`config.mk`:
```
export PLATFORM = sky130hd
export DESIGN_NAME = mod_down_counter
export DESIGN_NICKNAME = d
export VERILOG_FILES = /design/src/rtl/mod_down_counter.sv
export SDC_FILE = /design/constraint.sdc
export NUM_CORES = 1
export LEC_CHECK = 0
export ABC_CLOCK_PERIOD_IN_PS = 4300
export CORE_AREA = 3 3 40 42
export DETAILED_ROUTE_END_ITERATION = 12
export DIE_AREA = 0 0 43 45
export GPL_TIMING_DRIVEN = 0
export RECOVER_POWER = 100
export SYNTH_ARGS = -nofsm -noshare
export SYNTH_HDL_FRONTEND = slang
export SYNTH_SLANG_ARGS = --single-unit
```
`constraint.sdc`:
```
create_clock -name clk -period 4.3 [get_ports clk]
set_input_delay 0.645 -clock clk [delete_from_list [all_inputs] [get_ports clk]]
set_output_delay 0.645 -clock clk [all_outputs]
set_load 0.01 [all_outputs]
```
`src/rtl/mod_down_counter.sv`:
```
// -----------------------------------------------------------------------------
// mod_down_counter
//
// Loadable modulo-(MAX+1) binary down counter with a count enable, a one-shot
// mode that parks in a DONE state, and registered terminal-count and wrap
// pulses. It is the countdown/timer companion to the 3-bit up counter. With
// the default parameters it free-runs 0,7,6,...,1,0,7.
//
// Parameters:
//   WIDTH    counter width in bits
//   MAX      reload/wrap value, 1 <= MAX <= 2^WIDTH-1
//
// Ports:
//   clk       in   rising-edge clock
//   rst       in   asynchronous, active-low reset
//   en        in   count enable, one decrement per enabled edge
//   load      in   synchronous load strobe; outranks en
//   load_val  in   value captured on load; values above MAX clamp to MAX
//   mode      in   0 = wrap (free-running), 1 = one-shot (stop in DONE)
//   count     out  current count, registered
//   zero      out  combinational, count == 0
//   tc        out  registered one-cycle pulse on the edge that takes 1 -> 0
//   wrap      out  registered one-cycle pulse on the edge that takes 0 -> MAX
//   done      out  high while the FSM sits in DONE; also serves as the
//                  observable FSM state (RUN = 0, DONE = 1)
//
// Handshake: there is no valid/ready pairing here. load and en are sampled
// level strobes on every rising edge; load has priority over en, en over hold.
// -----------------------------------------------------------------------------
module mod_down_counter #(
  parameter int WIDTH = 3,
  parameter int MAX   = 7
) (
  input  logic             clk,
  input  logic             rst,
  input  logic             en,
  input  logic             load,
  input  logic [WIDTH-1:0] load_val,
  input  logic             mode,
  output logic [WIDTH-1:0] count,
  output logic             zero,
  output logic             tc,
  output logic             wrap,
  output logic             done
);

  localparam logic [WIDTH-1:0] MAX_V = MAX[WIDTH-1:0];
  localparam logic [WIDTH-1:0] ONE_V = {{(WIDTH-1){1'b0}}, 1'b1};

  typedef enum logic {
    ST_RUN  = 1'b0,
    ST_DONE = 1'b1
  } state_t;

  state_t           state;
  state_t           state_nxt;
  logic [WIDTH-1:0] count_nxt;
  logic             tc_nxt;
  logic             wrap_nxt;

  // State register: FSM state plus the registered datapath outputs.
  always_ff @(posedge clk or negedge rst) begin
    if (!rst) begin
      state <= ST_RUN;
      count <= '0;
      tc    <= 1'b0;
      wrap  <= 1'b0;
    end else begin
      state <= state_nxt;
      count <= count_nxt;
      tc    <= tc_nxt;
      wrap  <= wrap_nxt;
    end
  end

  // Next-state logic. Pulses default low so every branch that does not
  // explicitly raise one produces a single-cycle pulse at most.
  always_comb begin
    state_nxt = state;
    count_nxt = count;
    tc_nxt    = 1'b0;
    wrap_nxt  = 1'b0;

    if (load) begin
      // Clamp so a non-power-of-2 modulus never holds an out-of-range value.
      count_nxt = (load_val > MAX_V) ? MAX_V : load_val;
      state_nxt = ST_RUN;
    end else begin
      unique case (state)
        ST_RUN: begin
          if (en) begin
            if (count != '0) begin
              count_nxt = count - ONE_V;
              tc_nxt    = (count == ONE_V);
            end else if (!mode) begin
              count_nxt = MAX_V;
              wrap_nxt  = 1'b1;
            end else begin
              state_nxt = ST_DONE;
            end
          end
        end
        ST_DONE: begin
          // Parked at zero; en is ignored. Leaving one-shot mode releases
          // the FSM back to RUN without touching the count, so the next
          // enabled edge performs the usual wrap to MAX.
          count_nxt = '0;
          if (!mode) begin
            state_nxt = ST_RUN;
          end
        end
        default: begin
          state_nxt = ST_RUN;
        end
      endcase
    end
  end

  // Output logic.
  always_comb begin
    zero = (count == '0);
    done = (state == ST_DONE);
  end

endmodule

```
## Word-level counts from Yosys, hierarchy flattened

Cells that the tools add are included.

- Bits in registers: 6
- Input bits: 8
- Output and inout bits: 7
- Word-level logic and storage cells: 33

- Add/sub/neg operators: 1
- $lt $le $gt $ge: 1
- Eq/ne operators: 3
- Muxes and demuxes: 20
- Bitwise logic cells: 1
- Reductions and logical operators: 3

Operators with widths:

| operator | number |
|---|---|
| $mux W3 | 5 |
| $mux W1 | 13 |
| $pmux W3 S2 | 1 |
| $ne A4 B4 Y1 const B | 1 |
| $eq A3 B1 Y1 const B | 1 |
| $gt A3 B3 Y1 const B | 1 |
| $logic_not A3 Y1 | 1 |
| $ne A3 B3 Y1 const B | 1 |
| $reduce_bool A3 Y1 | 1 |
| $sub A3 B1 Y3 const B | 1 |
| $pmux W1 S2 | 1 |
| $reduce_and A2 Y1 | 1 |
| $not A1 Y1 | 1 |

## Depth between registers and ports, before layout

Gate-level depths: netlist (run 1).

- Depth after elaboration: 5
- Depth in mapped cells: 5
- Depth with buffers taken out: 5

## Least setup slack after synthesis (run 1)

No wires, ideal clock.

- Path kind: register to output
- Start point: register count[0]
- End point: output zero
- Arrival: 1.054 ns
- Required time: 3.655 ns
- Slack: 2.601 ns
- Stages on the path, launching flop included: 4
- Buffers on the path: 0
- Cells stage by stage: dfrtp_1 -> inv_1 -> ha_1 -> nor2b_1

- Word-level cells in the longest chain between the ends: 1

RTL lines:

| what | line | RTL |
|---|---|---|
| start, declared | 40 | `output logic [WIDTH-1:0] count,` |
| start signal, assigned | 70 | `count <= count_nxt;` |
| $logic_not A3 Y1 | 121 | `zero = (count == '0);` |
| end, declared | 41 | `output logic zero,` |

Every way passes these cells.

## Final worst setup path (run 1)

Ends and elaborated chain as after synthesis.

==> results of run 1 <==
-- cell families (layout without fill, tap and decap cells) --
family	count (synthesis)	in the layout	share of synthesized area, %
and+or+nand+nor	11	11	16.78
buffers and inverters	3	20	5.245
AOI/OAI and AO/OA	11	11	21.33
DFF	6	6	41.96
adders and majority gates	3	3	10.49
muxes	1	1	4.195
-- critical path, cell delays in order (launching register included) --
cell,delay [ns]
dfrtp_1,0.40
inv_1,0.11
ha_1,0.24
nor2b_1,0.29
dlygate4sd3_1,0.65
-- cells in the mapped netlist, types with 2 or more instances --
cell,number,area [µm²]
a211oi_1,3,22.52
dfrtp_1,6,150.1
inv_1,2,7.510
nor4_1,2,12.51
a21oi_1,2,10.01
nand2_1,4,15.01
ha_1,3,37.54
-- power by group through the flow --
stage / sequential (mW) / combinational, mW / clock, mW
2_1_floorplan: 0.0834 / 0.0476 / 0
3_3_place_gp: 0.0805 / 0.0954 / 0
3_5_place_dp: 0.0804 / 0.0951 / 0
4_1_cts: 0.0796 / 0.0957 / 0.0532
5_1_grt: 0.0816 / 0.0974 / 0.0561
6_report: 0.0790 / 0.0856 / 0.0501
-- per-stage QoR --
step / setup WS [ns] / util, % / area, µm² / hold WS (ns) / instances
2_1_floorplan: 2.601 / - / 357.8 / 0.3494 / 35
6_report: 1.736 / 41.09 / 528.0 / 0.5322 / 67
4_1_cts: 1.753 / 41.97 / 539.3 / 0.5474 / 67
5_1_grt: 1.579 / 41.09 / 528.0 / 0.5614 / 67
3_5_place_dp: 2.027 / 40.21 / 516.7 / 0.5373 / 64
3_3_place_gp: 2.029 / 40.21 / 516.7 / 0.5442 / 64
-- final timing paths --
path                                              to  slack [ns]  cells after the start
worst max-delay path                            zero        1.74                      4
max in group asynchronous               tc$_DFF_PN0_        3.36                      1
worst max register to register  count[1]$_DFFE_PN0P_        2.72                      5
worst min register to register  count[1]$_DFFE_PN0P_        0.53                      1
worst min-delay path            count[1]$_DFFE_PN0P_        0.53                      1
min in group asynchronous       count[2]$_DFFE_PN0P_        0.72                      1
-- flip-flops by register name, summed over array words and instances, names as in the netlist --
name,cells
count,3
done,1
tc,1
wrap,1
-- per-layer routing --
metal	part of all wire, %	GRT usage, %	vias up
met5	0	0	-
met4	2.0	9.036	0
met3	4.1	1.195	2
met2	44	13.17	9
met1	50	12.75	144
li1	-	-	163
-- final cells by class --
| class | count | area, µm² | share of cell area, % |
|---|---|---|---|
| tap | 15 | 18.77 | 3.555 |
| buffer | 1 | 3.754 | 0.7109 |
| clock buffer | 3 | 22.52 | 4.265 |
| timing repair buffer | 14 | 140.1 | 26.54 |
| inverter | 2 | 7.507 | 1.422 |
| multi-input combinational | 26 | 185.2 | 35.07 |
| sequential | 6 | 150.1 | 28.44 |
-- cells in the final DEF, fill, tap and decap left out, drive strengths merged, types with 2 or more instances in the layout --
master and n:
dfrtp 6, clkdlybuf4s50 5, dlygate4sd3 9, inv 2
nand2 4, clkbuf 4, a21oi 2, nor4 2
ha 3, a211oi 3
==> impl_metrics.ini, run 1 <==
[status]
status = finished, final reports clean

[timing]
finClkSkew_ns = 0.003394
hold_viol_final = 0
maxSlewViolCount = 0
tns_ns = 0
fmax_mhz = 390.0
post-route-period-util_pct = 59.63
tightest_slew_ns = 0.3097
fin_crit_ns = 2.564
setup_viol = 0
slew_headroom_pct = 79.35
rsz0062_at_grt = no

[min_path]
hold_path.class = reg -> reg
min-delay-start = count[1]$_DFFE_PN0P_

[grt]
grt_max_degree = 8
antenna_found_initial = 0
grt_pass1_wl_um = 1345
track_usage_pct = 9.548
overflow = 0
grt_pass1_vias = 313

[synthesis]
syn_avg_cell_area_um2 = 10.22
synthCells = 35
synth.distinct_cells = 20
synthFlopType = dfrtp_1
ys_ff_latch = 6
ys_warn_count = 0
async_flop_share_pct = 100.0
yosysSeqAreaShare_pct = 41.96
syn_nets = 46
netlist_area_um2 = 357.8
synth_edf_count = 0

[die]
die_h_um = 45
die_area_mm2 = 0.001935
core_area_mm2 = 0.001285
die_x_um = 43
start_util_pct = 27.85
boundaryPins = 15
fp-row-count = 13

[detailed_routing]
routed_wl_um = 751
vias_per_cell = 4.746
antenna_left = 0
avgRoutedWirePerCell_um = 11.21
drt_iter0_markers = 1
route.detailed.drc = 0
firstDrtPassIters = 2
vias = 318

[critical_path]
startpoint_type = register
crit_fanout = 5
critPathCaptureType = primary output
cp_data_required_time_ns = 3.65
crit_type = reg -> out
arrival_ns = 1.92
worstReg2RegStart = count[0]$_DFFE_PN0P_
cp-startpoint = count[0]$_DFFE_PN0P_

[power_and_ir_drop]
vdd_drop_max_uv = 107.7
p_sw_share_pct = 33.02
cellPowerDensity_mw_per_mm2 = 406.5
p_clk_share_pct = 23.3
total_power_mw = 0.2146
p_seq_share_pct = 36.8
switching_power_mw = 0.07086
internal_power_mw = 0.1438
combPwrFrac_pct = 39.9
cellLeakagePower_nw = 0.2360

[placed_design]
gp_congestion = 0.8091
port_buffers = 14
place_hpwl_um = 595.4

[clock_tree]
post_cts_buffers = 0
path_clk_slew_ns = 0.04
worstSkewPairLatency_ns = 0.24
clock_path_buffers = 2
cts_resized = 0
htreeDepth = 1
clockRootBuffer = clkbuf_4
ctsHoldBuffers = 0
cts_sinks = 6
tritoncts = yes
numCtsBuffers = 3

[final_layout]
nFillCells = 150
layout.nets = 65
antennaDiodeCount = 0
syn_to_final_growth_pct = 47.55
drive_gt1_share_pct = 5.769

[job]
maxCapViolCount = 0
(Power assumes the default switching activity.)
==> run 2: changes to the inputs <==
--- a/config.mk
+++ b/config.mk
@@ -5,7 +5,7 @@
 export SDC_FILE = /design/constraint.sdc
 export NUM_CORES = 1
 export LEC_CHECK = 0
-export ABC_CLOCK_PERIOD_IN_PS = 4300
+export ABC_CLOCK_PERIOD_IN_PS = 2400
 export CORE_AREA = 3 3 40 42
 export DETAILED_ROUTE_END_ITERATION = 12
 export DIE_AREA = 0 0 43 45
==> constraint.sdc (replaced) <==
create_clock -name clk -period 2.4 [get_ports clk]
set_input_delay 0.36 -clock clk [delete_from_list [all_inputs] [get_ports clk]]
set_output_delay 0.36 -clock clk [all_outputs]
set_load 0.01 [all_outputs]
==> impl_metrics.ini, run 2 (same netlist as run 1, synthesis figures left out) <==
[status]
status = finished, final reports clean

[final_layout]
largest_reg_flops = 3
layout.nets = 65
syn_to_final_growth_pct = 47.55
regMostFlops = count
final_common_cell = dlygate4sd3_1
antennaDiodeCount = 0
drive_gt1_share_pct = 5.769
final_cells = 67
layout_common_cells = 8 x dlygate4sd3_1, 6 x dfrtp_1, 6 x clkdlybuf4s50_1

[detailed_routing]
antenna_left = 0
avgRoutedWirePerCell_um = 11.22
drt_iter0_markers = 1
vias_per_cell = 4.746
vias = 318
routed_wl_um = 752
firstDrtPassIters = 2
route.detailed.drc = 0

[critical_path]
rrSetupSlack_ns = 0.82
cp_data_required_time_ns = 2.04
max_stage_delay_ns = 0.59
cp_cell_sequence = inv_1, ha_1, nor2b_1, clkdlybuf4s50_1
arrival_ns = 1.87
crit_type = reg -> out
critPathCaptureType = primary output
crit_buf_inv = 2
crit_fanout = 5
crit_slowest_cell = clkdlybuf4s50_1
cp_top_family = buffers and inverters
startpoint_type = register

[clock_tree]
cts_sinks = 6
post_cts_buffers = 0
tritoncts = yes
numCtsBuffers = 3
worstSkewPairLatency_ns = 0.24
ctsHoldBuffers = 0
path_clk_slew_ns = 0.04
htreeDepth = 1
clockRootBuffer = clkbuf_4
cts_resized = 0
clock_path_buffers = 2

[power_and_ir_drop]
internal_power_mw = 0.2593
p_clk_share_pct = 23.2
p_seq_share_pct = 36.6
vdd_drop_max_uv = 192.9
p_sw_share_pct = 32.91
combPwrFrac_pct = 40.2
cellPowerDensity_mw_per_mm2 = 731.9
switching_power_mw = 0.1272
cellLeakagePower_nw = 0.2335

[grt]
grt_use_met1_pct = 12.75
overflow = 0
grt_pass1_vias = 313
grt_util_met3_pct = 1.195
grt-busiest-layer = met2
antenna_found_initial = 0
grt_util_met2_pct = 13.17
track_usage_pct = 9.548
grt_max_degree = 8
grt_pass1_wl_um = 1345

[timing]
tns_ns = 0
maxSlewViolCount = 0
finClkSkew_ns = 0.003368
slew_headroom_pct = 79.35
fin_crit_ns = 2.233
hold_viol_final = 0
rsz0062_at_grt = no
post-route-period-util_pct = 93.03
setup_viol = 0
tightest_slew_ns = 0.3098
fmax_mhz = 447.9

[die]
boundaryPins = 15
fp-row-count = 13
die_x_um = 43
die_h_um = 45
core_area_mm2 = 0.001285
start_util_pct = 27.85
die_area_mm2 = 0.001935

[min_path]
hold_path.class = in -> async

[placed_design]
placed_cells = 64
gp_congestion = 0.8091
port_buffers = 14
place_hpwl_um = 595.4

[job]
maxCapViolCount = 0
[run 2: final cells by class]
cell class              count  area (µm²)
flip-flops and latches      6       150.1
fillers                   150       757.0
clock buffers               3       22.52
repair buffers             14       140.1
plain buffers               1       3.754
well taps                  15       18.77
inverters                   2       7.507
multi-input cells          26       185.2
[run 2: final timing paths]
path | start | end | depth (start not counted)
setup reg to reg | count[0]$_DFFE_PN0P_ | count[1]$_DFFE_PN0P_ | 5
hold reg to reg | count[1]$_DFFE_PN0P_ | count[1]$_DFFE_PN0P_ | 1
min in group clk | count[1]$_DFFE_PN0P_ | count[1]$_DFFE_PN0P_ | 1
max in group asynchronous | rst | tc$_DFF_PN0_ | 1
setup / recovery | count[0]$_DFFE_PN0P_ | zero | 4
hold / removal | rst | count[2]$_DFFE_PN0P_ | 1
[run 2: metrics by stage]
stage	setup WS, ns	total power [mW]	hold WS, ns	cell area [µm²]	utilization (%)
CTS	0.1379	0.4093	0.3562	539.3	41.97
detailed placement	0.4119	0.3145	0.5373	516.7	40.21
global placement	0.4143	0.3152	0.5442	516.7	40.21
global route	0.01020	0.4231	0.4454	528.0	41.09
finish	0.1673	0.3865	0.4314	528.0	41.09
floorplan	0.9220	0.2347	0.06441	357.8	-
[run 2: power groups by stage]
stage	registers, mW	logic (mW)	clock network [mW]
detailed placement	0.144	0.170	0
global placement	0.144	0.171	0
finish	0.141	0.155	0.0898
floorplan	0.149	0.0853	0
global route	0.146	0.176	0.100
CTS	0.143	0.171	0.0953
[run 2: layer usage]
layer | vias up | share of wire, % | wire (µm)
met4 | 0 | 2.0 | 15
met1 | 144 | 50 | 377
met3 | 2 | 4.1 | 31
met5 | - | 0 | 0
met2 | 9 | 44 | 328
li1 | 163 | - | -
==> run 3: changes to the inputs <==
--- a/config.mk
+++ b/config.mk
@@ -5,7 +5,7 @@
 export SDC_FILE = /design/constraint.sdc
 export NUM_CORES = 1
 export LEC_CHECK = 0
-export ABC_CLOCK_PERIOD_IN_PS = 2400
+export ABC_CLOCK_PERIOD_IN_PS = 2900
 export CORE_AREA = 3 3 40 42
 export DETAILED_ROUTE_END_ITERATION = 12
 export DIE_AREA = 0 0 43 45
==> constraint.sdc (replaced) <==
create_clock -name clk -period 2.9 [get_ports clk]
set_input_delay 0.435 -clock clk [delete_from_list [all_inputs] [get_ports clk]]
set_output_delay 0.435 -clock clk [all_outputs]
set_load 0.01 [all_outputs]
==> results of run 3 <==
Same layout as run 1 (identical final DEF). Status: finished, final reports clean.
Among the figures that moved: setup slack after placement 2.027 ns -> 0.8369 ns; setup slack after layout 1.736 ns -> 0.5460 ns; hold slack 0.5322 ns -> 0.5064 ns; register-to-register setup slack 2.72 ns -> 1.32 ns; total power 0.2146 mW -> 0.3183 mW; worst IR drop on VDD 107.7 µV -> 159.6 µV
